## src/rtl/lsu_mem_ctrl.sv

```systemverilog
// lsu_mem_ctrl
//   Load/store controller between the execute stage and a word-organised data
//   RAM with a one-cycle registered read. RV32I byte/halfword/word loads are
//   extracted and extended from the read word. Sub-word stores are done as
//   read-modify-write because the RAM only writes whole words.
//
// Optional feature macro: MISALIGN_TRAP_EN
//   defined   : misaligned H/HU/SH (addr[0]) and W/SW (addr[1:0]) give resp_err
//   undefined : low address bits are ignored and the access is aligned down
//
// Ports
//   clk, reset_n          clock, asynchronous active-low reset
//   req_valid/req_ready   request handshake, ready only in IDLE
//   req_we, req_funct3    1 = store; RV32I funct3 (0 B, 1 H, 2 W, 4 BU, 5 HU)
//   req_addr, req_wdata   byte address, store data
//   resp_valid            one-cycle completion pulse, no backpressure
//   resp_rdata, resp_err  extended load data (0 for stores/errors), error flag
//   mem_wr_sig            RAM write enable, one cycle per store
//   mem_wr_data, mem_addr RAM write word, word-aligned RAM address
//   mem_rd_data           RAM read word, valid the cycle after mem_addr
//
// Handshake: a request transfers on a rising edge where req_valid and
// req_ready are both high; req_valid while req_ready is low is ignored and
// never queued. resp_valid is a single-cycle pulse the core must consume.
module lsu_mem_ctrl (
  input  logic        clk,
  input  logic        reset_n,
  input  logic        req_valid,
  output logic        req_ready,
  input  logic        req_we,
  input  logic [2:0]  req_funct3,
  input  logic [31:0] req_addr,
  input  logic [31:0] req_wdata,
  output logic        resp_valid,
  output logic [31:0] resp_rdata,
  output logic        resp_err,
  output logic        mem_wr_sig,
  output logic [31:0] mem_wr_data,
  output logic [31:0] mem_addr,
  input  logic [31:0] mem_rd_data
);

  typedef enum logic [2:0] {
    S_IDLE  = 3'd0,
    S_READ  = 3'd1,
    S_DATA  = 3'd2,
    S_WRITE = 3'd3,
    S_RESP  = 3'd4
  } state_t;

  // FSM state register; named plainly so checkers can bind to it directly.
  state_t      state;
  logic        we_q;
  logic [2:0]  f3_q;
  logic [31:0] addr_q;
  logic [15:0] wdata_q;   // only the low half is ever merged into a word

  logic        req_err;
  logic [31:0] ld_result;
  logic [31:0] merged;

  // Request legality, evaluated on the live request in IDLE.
  always_comb begin
    req_err = 1'b0;
    if (req_we) begin
      if (req_funct3 > 3'd2) req_err = 1'b1;
    end else begin
      if (req_funct3 == 3'd3 || req_funct3 > 3'd5) req_err = 1'b1;
    end
`ifdef MISALIGN_TRAP_EN
    // funct3[1:0]: 01 = halfword (H/HU/SH), 10 = word (W/SW)
    if (req_funct3[1:0] == 2'b01 && req_addr[0])          req_err = 1'b1;
    if (req_funct3[1:0] == 2'b10 && req_addr[1:0] != 2'b00) req_err = 1'b1;
`endif
  end

  // Load extraction from the registered read word.
  always_comb begin
    logic [7:0]  lane_b;
    logic [15:0] lane_h;
    case (addr_q[1:0])
      2'd0:    lane_b = mem_rd_data[7:0];
      2'd1:    lane_b = mem_rd_data[15:8];
      2'd2:    lane_b = mem_rd_data[23:16];
      default: lane_b = mem_rd_data[31:24];
    endcase
    lane_h = addr_q[1] ? mem_rd_data[31:16] : mem_rd_data[15:0];
    case (f3_q)
      3'd0:    ld_result = {{24{lane_b[7]}}, lane_b};
      3'd4:    ld_result = {24'h0, lane_b};
      3'd1:    ld_result = {{16{lane_h[15]}}, lane_h};
      3'd5:    ld_result = {16'h0, lane_h};
      default: ld_result = mem_rd_data;
    endcase
  end

  // Sub-word store merge: replace the addressed lane, keep the other bytes.
  always_comb begin
    merged = mem_rd_data;
    if (f3_q == 3'd0) begin
      case (addr_q[1:0])
        2'd0:    merged[7:0]   = wdata_q[7:0];
        2'd1:    merged[15:8]  = wdata_q[7:0];
        2'd2:    merged[23:16] = wdata_q[7:0];
        default: merged[31:24] = wdata_q[7:0];
      endcase
    end else begin
      if (addr_q[1]) merged[31:16] = wdata_q;
      else           merged[15:0]  = wdata_q;
    end
  end

  always_ff @(posedge clk or negedge reset_n) begin
    if (!reset_n) begin
      state       <= S_IDLE;
      we_q        <= 1'b0;
      f3_q        <= 3'd0;
      addr_q      <= 32'h0;
      wdata_q     <= 16'h0;
      resp_rdata  <= 32'h0;
      resp_err    <= 1'b0;
      mem_wr_data <= 32'h0;
    end else begin
      case (state)
        S_IDLE: begin
          if (req_valid) begin
            we_q       <= req_we;
            f3_q       <= req_funct3;
            addr_q     <= req_addr;
            wdata_q    <= req_wdata[15:0];
            resp_rdata <= 32'h0;
            resp_err   <= req_err;
            if (req_err) begin
              state <= S_RESP;
            end else if (req_we && req_funct3 == 3'd2) begin
              mem_wr_data <= req_wdata;
              state       <= S_WRITE;
            end else begin
              state <= S_READ;
            end
          end
        end
        S_READ:  state <= S_DATA;
        S_DATA: begin
          if (we_q) begin
            mem_wr_data <= merged;
            state       <= S_WRITE;
          end else begin
            resp_rdata <= ld_result;
            state      <= S_RESP;
          end
        end
        S_WRITE: state <= S_RESP;
        S_RESP:  state <= S_IDLE;
        default: state <= S_IDLE;
      endcase
    end
  end

  // Decoded from state so the async reset drops the write enable at once.
  assign req_ready  = (state == S_IDLE);
  assign resp_valid = (state == S_RESP);
  assign mem_wr_sig = (state == S_WRITE);
  assign mem_addr   = {addr_q[31:2], 2'b00};

endmodule

```

## config.mk

```make
export PLATFORM = sky130hd
export DESIGN_NAME = lsu_mem_ctrl
export DESIGN_NICKNAME = d
export VERILOG_FILES = /design/src/rtl/lsu_mem_ctrl.sv
export SDC_FILE = /design/constraint.sdc
export NUM_CORES = 1
export LEC_CHECK = 0
export CORE_ASPECT_RATIO = 0.75
export CORE_UTILIZATION = 25
export CTS_BUF_LIST = sky130_fd_sc_hd__clkbuf_8
export CTS_CLUSTER_SIZE = 12
export DETAILED_ROUTE_END_ITERATION = 10
export PLACE_DENSITY = 0.52
export SETUP_SLACK_MARGIN = 0.2
export SYNTH_ARGS = -nofsm -noshare
export SYNTH_HDL_FRONTEND = slang
export SYNTH_SLANG_ARGS = --single-unit
```

## constraint.sdc

```tcl
create_clock -name clk -period 2.1 [get_ports clk]
set_input_delay 0.42 -clock clk [delete_from_list [all_inputs] [get_ports clk]]
set_output_delay 0.42 -clock clk [all_outputs]
set_load 0.02 [all_outputs]
```

Word level (Yosys, flattened, before mapping). Cells that the tools add are included.

Register bits: 120. Input port bits: 103. Logic and storage cells: 62.

Magnitude comparators: 2. Equal/unequal tests: 16. Multiplexer cells: 26. Reduce and logical (&&, ||, !) cells: 10.

Operator list (number): $mux 32 (7); $pmux 32 s2 (2); $pmux 32 s4 (1); $mux 16 (3); $mux 8 (4); $pmux 8 s3 (1); $eq 3x2->1 const B (4); $pmux 3 s4 (1); $eq 3x3->1 const B (3); $mux 3 (3); $ne 2x2->1 const B (4); $eq 3x1->1 const B (2); $logic_not 3->1 (2); $reduce_and 5->1 (1); $gt 3x2->1 const B (1); $gt 3x3->1 const B (1); $mux 1 (3); $reduce_and 3->1 (1); $reduce_or 3->1 (1); $eq 2x1->1 const B (1); $eq 2x2->1 const B (1); $logic_not 2->1 (1); $mux 2 (1); $ne 2x1->1 const B (1); other kinds (4) (4).

Logic depth before layout (Yosys ltp). Gate-level depths: netlist of the first run.

Depth in word-level cells: 7. Gate-level depth with buffers: 8.

Least setup slack after synthesis of the first run. Ideal clock, no wire load.

Path kind: flip-flop to flip-flop. Start: register addr_q[1]. End: register resp_rdata[23]. Arrival time: 1589 ps. Setup slack: 393 ps. Stages on the path, launching flop included: 7. Path buffers: 2. Period minus slack after synthesis: 1707 ps. Cell sequence: dfrtp_1 > buf_6 > mux4_2 > a21oi_4 > a21o_4 > buf_12 > o21ai_2.

Word-level cells in the longest chain between the ends: 5.

Ends and longest elaborated chain: start: declaration (RTL line 55) `logic [31:0] addr_q;`; start signal: assignment (RTL line 129) `addr_q <= req_addr;`; $eq 2x2->1 (tied with other cells) (RTL line 81) `case (addr_q[1:0])`; $pmux 8 s3 (RTL line 81); $pmux 32 s4 (*) (RTL line 88) `case (f3_q)`; $mux 32 (*) (RTL line 145) `if (we_q) begin`; $pmux 32 s2 (*) (RTL line 124) `case (state)`; end signal: assignment (RTL line 149) `resp_rdata <= ld_result;`; end: declaration (RTL line 35) `output logic [31:0] resp_rdata,`.

Mark *: on every way between the ends. The rest lies on a longest branch, timed or not. The select of a mux whose other input is x is not followed. A chain may end at the register's enable or synchronous reset.

Worst setup path in the final report of the first run.
Start: register resp_rdata[31]. End: output resp_rdata[31].

No word-level cell between the ends.

==> results of run 1 <==
==> power breakdown <==
part           switching [W]  internal (W)  leakage [nW]  total [W]
Sequential          0.000812       0.00335          1.47    0.00417
Clock                0.00100       0.00131         0.219    0.00232
Combinational        0.00407       0.00343          2.77    0.00750
==> placed cells by master, fill, tap and decap left out, types with 17 or more instances in the layout <==
master,n
clkbuf_8,18
nand3_1,17
nand2_1,140
nor2b_1,18
or3_1,17
nor2_1,28
mux2i_1,17
clkdlybuf4s50_1,153
dlymetal6s2s_1,38
buf_4,52
a21oi_1,33
dfrtp_1,117
mux2_2,28
==> worst max-delay path by stage <==
stage	startpoint	to	cells after the start
2_1_floorplan	addr_q[1]	resp_rdata[23]	6
3_3_place_gp	mem_rd_data[31]	resp_rdata[13]	6
3_5_place_dp	mem_rd_data[31]	resp_rdata[13]	6
4_1_cts	state[1]	req_ready	3
5_1_grt	state[1]	resp_valid	3
6_report	resp_rdata[31]	resp_rdata[31]	1
==> registers in the layout, indices dropped and copies added (netlist names) <==
name / cells
wdata_q: 16
addr_q: 32
state: 3
resp_err: 1
mem_wr_data: 32
f3_q: 3
we_q: 1
resp_rdata: 32
==> cells by family (layout without fill, tap and decap cells) <==
family / Yosys count / in the layout
AND/OR/NAND/NOR: 251 / 251
AO/OA/AOI/OAI: 137 / 137
flip-flops: 120 / 120
buffers and inverters: 87 / 305
multiplexers: 46 / 46
other: 1 / 3
==> cell type report <==
type	count	area share
sequential	120	0.3216
multi-input combinational	436	0.2982
timing repair buffer	263	0.2852
tap	331	0.04430
clock buffer	18	0.02650
clock inverter	14	0.01941
inverter	10	0.004417
antenna	1	0.0002677
==> stage by stage <==
| stage | setup WS (ns) | TNS (ns) | utilization | cell area [um^2] | hold WS (ns) |
|---|---|---|---|---|---|
| 3_5_place_dp | -0.1204 | -1.959 | 0.3599 | 8695 | 0.2856 |
| 5_1_grt | 0.1490 | 0 | 0.3870 | 9348 | 0.3678 |
| 4_1_cts | 0.1569 | 0 | 0.3795 | 9166 | 0.3583 |
| 6_report | 0.2451 | 0 | 0.3870 | 9348 | 0.3762 |
| 2_1_floorplan | 0.3931 | 0 | - | 6193 | 0.1244 |
| 3_3_place_gp | -0.1080 | -1.890 | 0.3599 | 8695 | 0.2855 |
==> metal layers <==
metal	vias up	GRT usage	routed length [um]
met5	-	0	0
met4	0	0.04035	227
met3	15	0.04663	1616
met2	216	0.2327	8846
met1	2760	0.2854	11710
li1	2648	-	-
==> what timing repair did <==
item | CTS | global route
buffers inserted | 0 | 4
setup endpoints to repair | 19 | 76
hold buffers | 1 | 0
hold endpoints to repair | 10 | 0
pin swaps | 0 | 1
resized for setup | 22 | 55
==> summary.txt, run 1 <==
RUN STATUS
----------------------------------------------------------------------------------------
Outcome ................................................................... finished clean

LAYOUT
----------------------------------------------------------------------------------------
Sequential cell area ......................................................    3007 um^2
Fraction of layout instances using a drive strength above 1 ...............       0.1893
Area growth from synthesis to layout ......................................       51.02%
Count of filler cells inserted in the layout ..............................         2458
Final cell count without fillers ..........................................         1193
Area of combinational cells with multiple inputs ..........................    2788 um^2
Final Net Count ...........................................................          951

SYNTH
----------------------------------------------------------------------------------------
Number of flops mapped to enable cells by yosys ...........................            0
Synthesis-stage register bit count ........................................          120
Sequential share of the synthesized area ..................................       0.4851
Area share of fa/ha/maj cells after synthesis .............................            0
Largest family of logic cells by synthesized area ......................... simple AND/OR/NAND/NOR gates
Most used standard cells in the synthesized netlist ....................... 140 x nand2_1, 120 x dfrtp_1, 33 x a21oi_1
Largest area contributor in the netlist ...................................      dfrtp_1
Fraction of registers with async set/reset ................................        1.000
Share of the synthesized area in compound gates (AO/OA/AOI/OAI) ...........       0.1635
Area share of and/or/nand/nor cells after synthesis .......................       0.1874
Synth area leaders ........................................................ dfrtp_1 49%, nand2_1 8.5%, mux2_2 5.1%
Portion of netlist area occupied by mux cells .............................      0.08207
Most frequently used cell type in the post-synthesis netlist ..............      nand2_1
Warning count from the yosys run ..........................................            0
Share of Yosys cell area claimed by the top area cell type ................       0.4851
Mapped Area ...............................................................    6190 um^2
Cells after synthesis .....................................................          642
Distinct cell type count of the synthesized netlist .......................           53
Post-synth top flop .......................................................      dfrtp_1
Mapped Avg Cell Area ......................................................   9.641 um^2
Post-synthesis share of cell area spent on xor and xnor gates .............            0

PWR
----------------------------------------------------------------------------------------
Total power draw ..........................................................    0.01398 W
Worst VDD drop ............................................................    0.6505 mV
Power density cells ....................................................... 1496 nW/um^2
Lkg Pwr ...................................................................     4.462 nW

DRT
----------------------------------------------------------------------------------------
Number of iterations in the first detailed-routing pass ...................            4
Vias per inst .............................................................        4.727
Average wire per standard cell ............................................     18.78 um
Final ANT Viol Nets .......................................................            0
DR iter-0 viols ...........................................................          412
Via count of the routed design ............................................         5639
DRC violations left .......................................................            0
Final routed wirelength across all metal layers ...........................     22.40 mm

FLOORPLANNING
----------------------------------------------------------------------------------------
Core region area ..........................................................   24160 um^2
# rows ....................................................................           49
Initial cell density of the core ..........................................       0.2562
DIE WIDTH .................................................................     183.7 um
Count of pins on the block boundary .......................................          203
Height of the die .........................................................     138.3 um
Area enclosed by the die boundary .........................................   25400 um^2

WORST SETUP PATH
----------------------------------------------------------------------------------------
Req. time, crit path ......................................................      1.68 ns
Element type at the critical path end .....................................  output port
Top delay family on crit path ............................................. buffers and inverters
Element type at the critical path start ...................................         flop
CP Cell Sequence .......................................................... clkdlybuf4s50_1
Count of cells along the worst register-to-register path ..................            5
Reg2Reg Setup Slack .......................................................      0.28 ns
Slowest cell delay on critical path .......................................      0.62 ns
Worst path buffer plus inverter count .....................................            1
Reg-to-reg endpoint ....................................................... resp_rdata[13]
WS Path Type ..............................................................   reg -> out
Data arrival, critical path ...............................................      1.43 ns
Cell with the largest stage delay on the worst path ....................... clkdlybuf4s50_1
Max Fanout on Critical Path ...............................................            2
Startpoint of the worst-slack reg-to-reg timing path ......................    addr_q[1]

GLOBAL ROUTE
----------------------------------------------------------------------------------------
Via count of the first global-routing pass ................................         5405
Grt ovf ...................................................................            0
Largest net degree at the start of global routing .........................           58
Global-route usage over all layers ........................................       0.1787
Global-route wire length before repair ....................................     33.83 mm
Number of antenna violations at the first check in global routing .........            1

TIMING
----------------------------------------------------------------------------------------
Relative slew slack .......................................................       0.6670
Transition time at the pin with the least slew margin .....................    0.4973 ns
Final hold violations .....................................................            0
Highest clock rate ........................................................    539.1 MHz
Clock Skew ................................................................   0.01015 ns
Min Tclk post-route .......................................................     1.855 ns
Pins Over Slew Limit ......................................................            0
Portion of the clock cycle consumed by the worst path in the final layout .       0.8833
# setup viols final .......................................................            0
Unrepaired setup endpoints after global routing ...........................         true

PLACED DESIGN
----------------------------------------------------------------------------------------
RD Place Congestion .......................................................       0.8012
Port buffer count .........................................................          200
Placed cells ..............................................................         1155
Half-perimeter wire length of the detailed placement result ...............     16.72 mm

CTS
----------------------------------------------------------------------------------------
Clock-pin slew on the worst setup and hold paths ..........................      0.07 ns
Maximum clock path buffer count ...........................................            2
Root buffer selected by CTS ...............................................     clkbuf_8
Clock network latency to the later pin of the worst-skew pair .............      0.44 ns
Clock tree from TritonCTS .................................................         done
CTS HTree Levels ..........................................................            4
Sink count of the clock tree ..............................................          120
Number of clock buffers inserted by TritonCTS .............................           17

JOB
----------------------------------------------------------------------------------------
Reported max-cap violation count ..........................................            0

HOLD PATH
----------------------------------------------------------------------------------------
Worst hold-check path type ................................................  in -> async

No activity file was read; power rests on OpenSTA's default activity.
==> inputs of run 2 (changes only) <==
Settings changed: CTS_BUF_LIST sky130_fd_sc_hd__clkbuf_8 to sky130_fd_sc_hd__clkbuf_4, CTS_CLUSTER_DIAMETER set to 30.
==> run 2 against run 1 <==
Non-clock buffer count up 3; sequential share of layout area up 0.84 points; clock power is 18% lower; clock skew rose by 0.0058 ns; sequential cell count is the same; hold slack got worse by 0.10 ns; global-route usage up 0.073 points; critical path type is now reg -> reg; critical endpoint is now mem_wr_data[9]; wire length is 0.83% higher; die area unchanged; highest routed layer unchanged; power is 5.4% lower; first-iteration DRC count up 8.3%.
==> summary.txt, run 2 (same netlist as run 1, synthesis figures left out) <==
CTS
----------------------------------------------------------------------------------------
Sink count of the clock tree ..............................................          120
Root buffer selected by CTS ...............................................     clkbuf_4
CTS HTree Levels ..........................................................            4
Clock-pin slew on the worst setup and hold paths ..........................      0.12 ns
Maximum clock path buffer count ...........................................            2
Clock tree from TritonCTS .................................................         done
Number of clock buffers inserted by TritonCTS .............................           17
Clock network latency to the later pin of the worst-skew pair .............      0.54 ns

WORST SETUP PATH
----------------------------------------------------------------------------------------
CP Cell Sequence .......................................................... or3_1, o21a_2, o2111ai_1, a21oi_1
Max Fanout on Critical Path ...............................................           10
Element type at the critical path end .....................................         flop
WS Path Type ..............................................................   reg -> reg
Element type at the critical path start ...................................         flop
Data arrival, critical path ...............................................      2.29 ns
Top delay family on crit path ............................................. compound AO/OA/AOI/OAI gates
Worst path buffer plus inverter count .....................................            0
Cell with the largest stage delay on the worst path .......................        or3_1
Req. time, crit path ......................................................      2.52 ns
Slowest cell delay on critical path .......................................      0.53 ns

LAYOUT
----------------------------------------------------------------------------------------
Utilization of the core after routing .....................................       0.3773
Area growth from synthesis to layout ......................................       47.24%
Registers with the most flip-flops ........................................ addr_q: 32 flops, mem_wr_data: 32 flops, resp_rdata: 32 flops
Fraction of layout instances using a drive strength above 1 ...............       0.2014
Final cell count without fillers ..........................................         1196
Final Net Count ...........................................................          954
Most common cell after layout, fill and taps aside ........................      nand2_1
Non-Filler Cell Area, Final ...............................................    9114 um^2
Highest-count cells in the layout ignoring fill and taps .................. 140 x nand2_1, 116 x dfrtp_1, 101 x clkdlybuf4s50_1

FLOORPLANNING
----------------------------------------------------------------------------------------
Height of the die .........................................................     138.3 um
DIE WIDTH .................................................................     183.7 um
Count of pins on the block boundary .......................................          203
# rows ....................................................................           49
Area enclosed by the die boundary .........................................   25400 um^2
Core region area ..........................................................   24160 um^2
Initial cell density of the core ..........................................       0.2562

TIMING
----------------------------------------------------------------------------------------
Final critical-path setup slack ...........................................    0.2312 ns
Relative slew slack .......................................................       0.6621
Unrepaired setup endpoints after global routing ...........................         true
# setup viols final .......................................................            0
Highest clock rate ........................................................    535.1 MHz
Portion of the clock cycle consumed by the worst path in the final layout .       0.8899
Final hold violations .....................................................            0
Clock Skew ................................................................   0.01596 ns
Min Tclk post-route .......................................................     1.869 ns
Transition time at the pin with the least slew margin .....................    0.5047 ns
Pins Over Slew Limit ......................................................            0

DRT
----------------------------------------------------------------------------------------
Number of iterations in the first detailed-routing pass ...................            6
Average wire per standard cell ............................................     18.88 um
Final routed wirelength across all metal layers ...........................     22.59 mm
Final ANT Viol Nets .......................................................            0
DRC violations left .......................................................            0
Vias per inst .............................................................        4.722
Via count of the routed design ............................................         5647
DR iter-0 viols ...........................................................          446

GLOBAL ROUTE
----------------------------------------------------------------------------------------
Via count of the first global-routing pass ................................         5422
Number of antenna violations at the first check in global routing .........            1
Global-route usage over all layers ........................................       0.1794
Largest net degree at the start of global routing .........................           58
Grt ovf ...................................................................            0
Global-route wire length before repair ....................................     33.92 mm

PWR
----------------------------------------------------------------------------------------
Worst VDD drop ............................................................    0.5095 mV
Total power draw ..........................................................    0.01323 W
Sw Ratio ..................................................................       0.4441
Clock network fraction of design power ....................................        0.144
Lkg Pwr ...................................................................     4.197 nW
P_int .....................................................................   0.007354 W
Comb power frac ...........................................................        0.543
Proportion of power drawn by flip-flops and latches .......................        0.313
Power density cells ....................................................... 1452 nW/um^2
Power spent charging and discharging nets .................................   0.005876 W

JOB
----------------------------------------------------------------------------------------
Reported max-cap violation count ..........................................            0

RUN STATUS
----------------------------------------------------------------------------------------
Outcome ................................................................... finished clean

PLACED DESIGN
----------------------------------------------------------------------------------------
RD Place Congestion .......................................................       0.8012
Half-perimeter wire length of the detailed placement result ...............     16.72 mm
Placed cells ..............................................................         1155
Setup slack at placement ..................................................   -0.1204 ns
Port buffer count .........................................................          200
Placed cell area ..........................................................    8695 um^2

HOLD PATH
----------------------------------------------------------------------------------------
Worst hold-check path type ................................................  in -> async

[run 2: changes by cell type in the layout (fill, tap and decap cells not counted), sizes merged]
cell           previous run  this run
dlygate4sd2               5        95
clkdlybuf4s50           153       101
dlymetal6s2s             38         0
buf                      65        68
clkbuf                   18        19
clkdlybuf4s15             1         0
clkinv                    7         8
inv                      10         9
[run 2: final timing paths]
kind | startpoint | endpoint | slack (ns) | depth (start not counted)
setup reg to reg | f3_q[2] | mem_wr_data[9] | 0.23 | 4
hold reg to reg | resp_rdata[30] | resp_rdata[30] | 0.48 | 2
setup / recovery | f3_q[2] | mem_wr_data[9] | 0.23 | 4
min in group clk | req_addr[31] | addr_q[31] | 0.39 | 3
max in group asynchronous | reset_n | state[0] | 1.21 | 3
hold / removal | reset_n | resp_rdata[1] | 0.27 | 2
[run 2: worst reg2reg max path: stages, from the launching register on]
cell,delay (ns)
dfrtp_2,0.47
or3_1,0.53
o21a_2,0.33
o2111ai_1,0.32
a21oi_1,0.11
[run 2: cell type report]
type                       instances  area, um^2
timing repair buffer             266        2504
clock inverter                    14       181.4
inverter                          10       41.29
sequential                       120        3008
antenna                            1       2.502
multi-input combinational        436        2828
tap                              331       414.1
fill                            2529       15040
clock buffer                      18       135.1
[run 2: per-stage QoR]
step / setup TNS [ns] / hold slack (ns)
after floorplan: 0 / 0.1244
after global placement: -1.890 / 0.2855
after detailed placement: -1.959 / 0.2856
after CTS: 0 / 0.2185
after global routing: 0 / 0.2218
final: 0 / 0.2714
[run 2: repair_timing]
action	in CTS	in global routing
hold endpoints to repair	94	0
cloned	0	1
endpoints found under the setup margin	111	62
pin swaps	1	1
setup buffers	2	4
hold buffers	1	0
gates resized for setup	122	22
[run 2: power by group through the flow]
stage | logic, W | clock network (W) | registers (W)
finish | 0.00719 | 0.00190 | 0.00414
detailed placement | 0.00742 | 0 | 0.00417
floorplan | 0.00417 | 0 | 0.00448
CTS | 0.00701 | 0.00199 | 0.00411
global route | 0.00779 | 0.00207 | 0.00427
global placement | 0.00737 | 0 | 0.00418
[run 2: per-layer routing]
metal,part of all wire,GRT usage
met1,0.52,0.2875
met2,0.39,0.2339
met3,0.075,0.04900
met4,0.0083,0.03377
met5,0,0
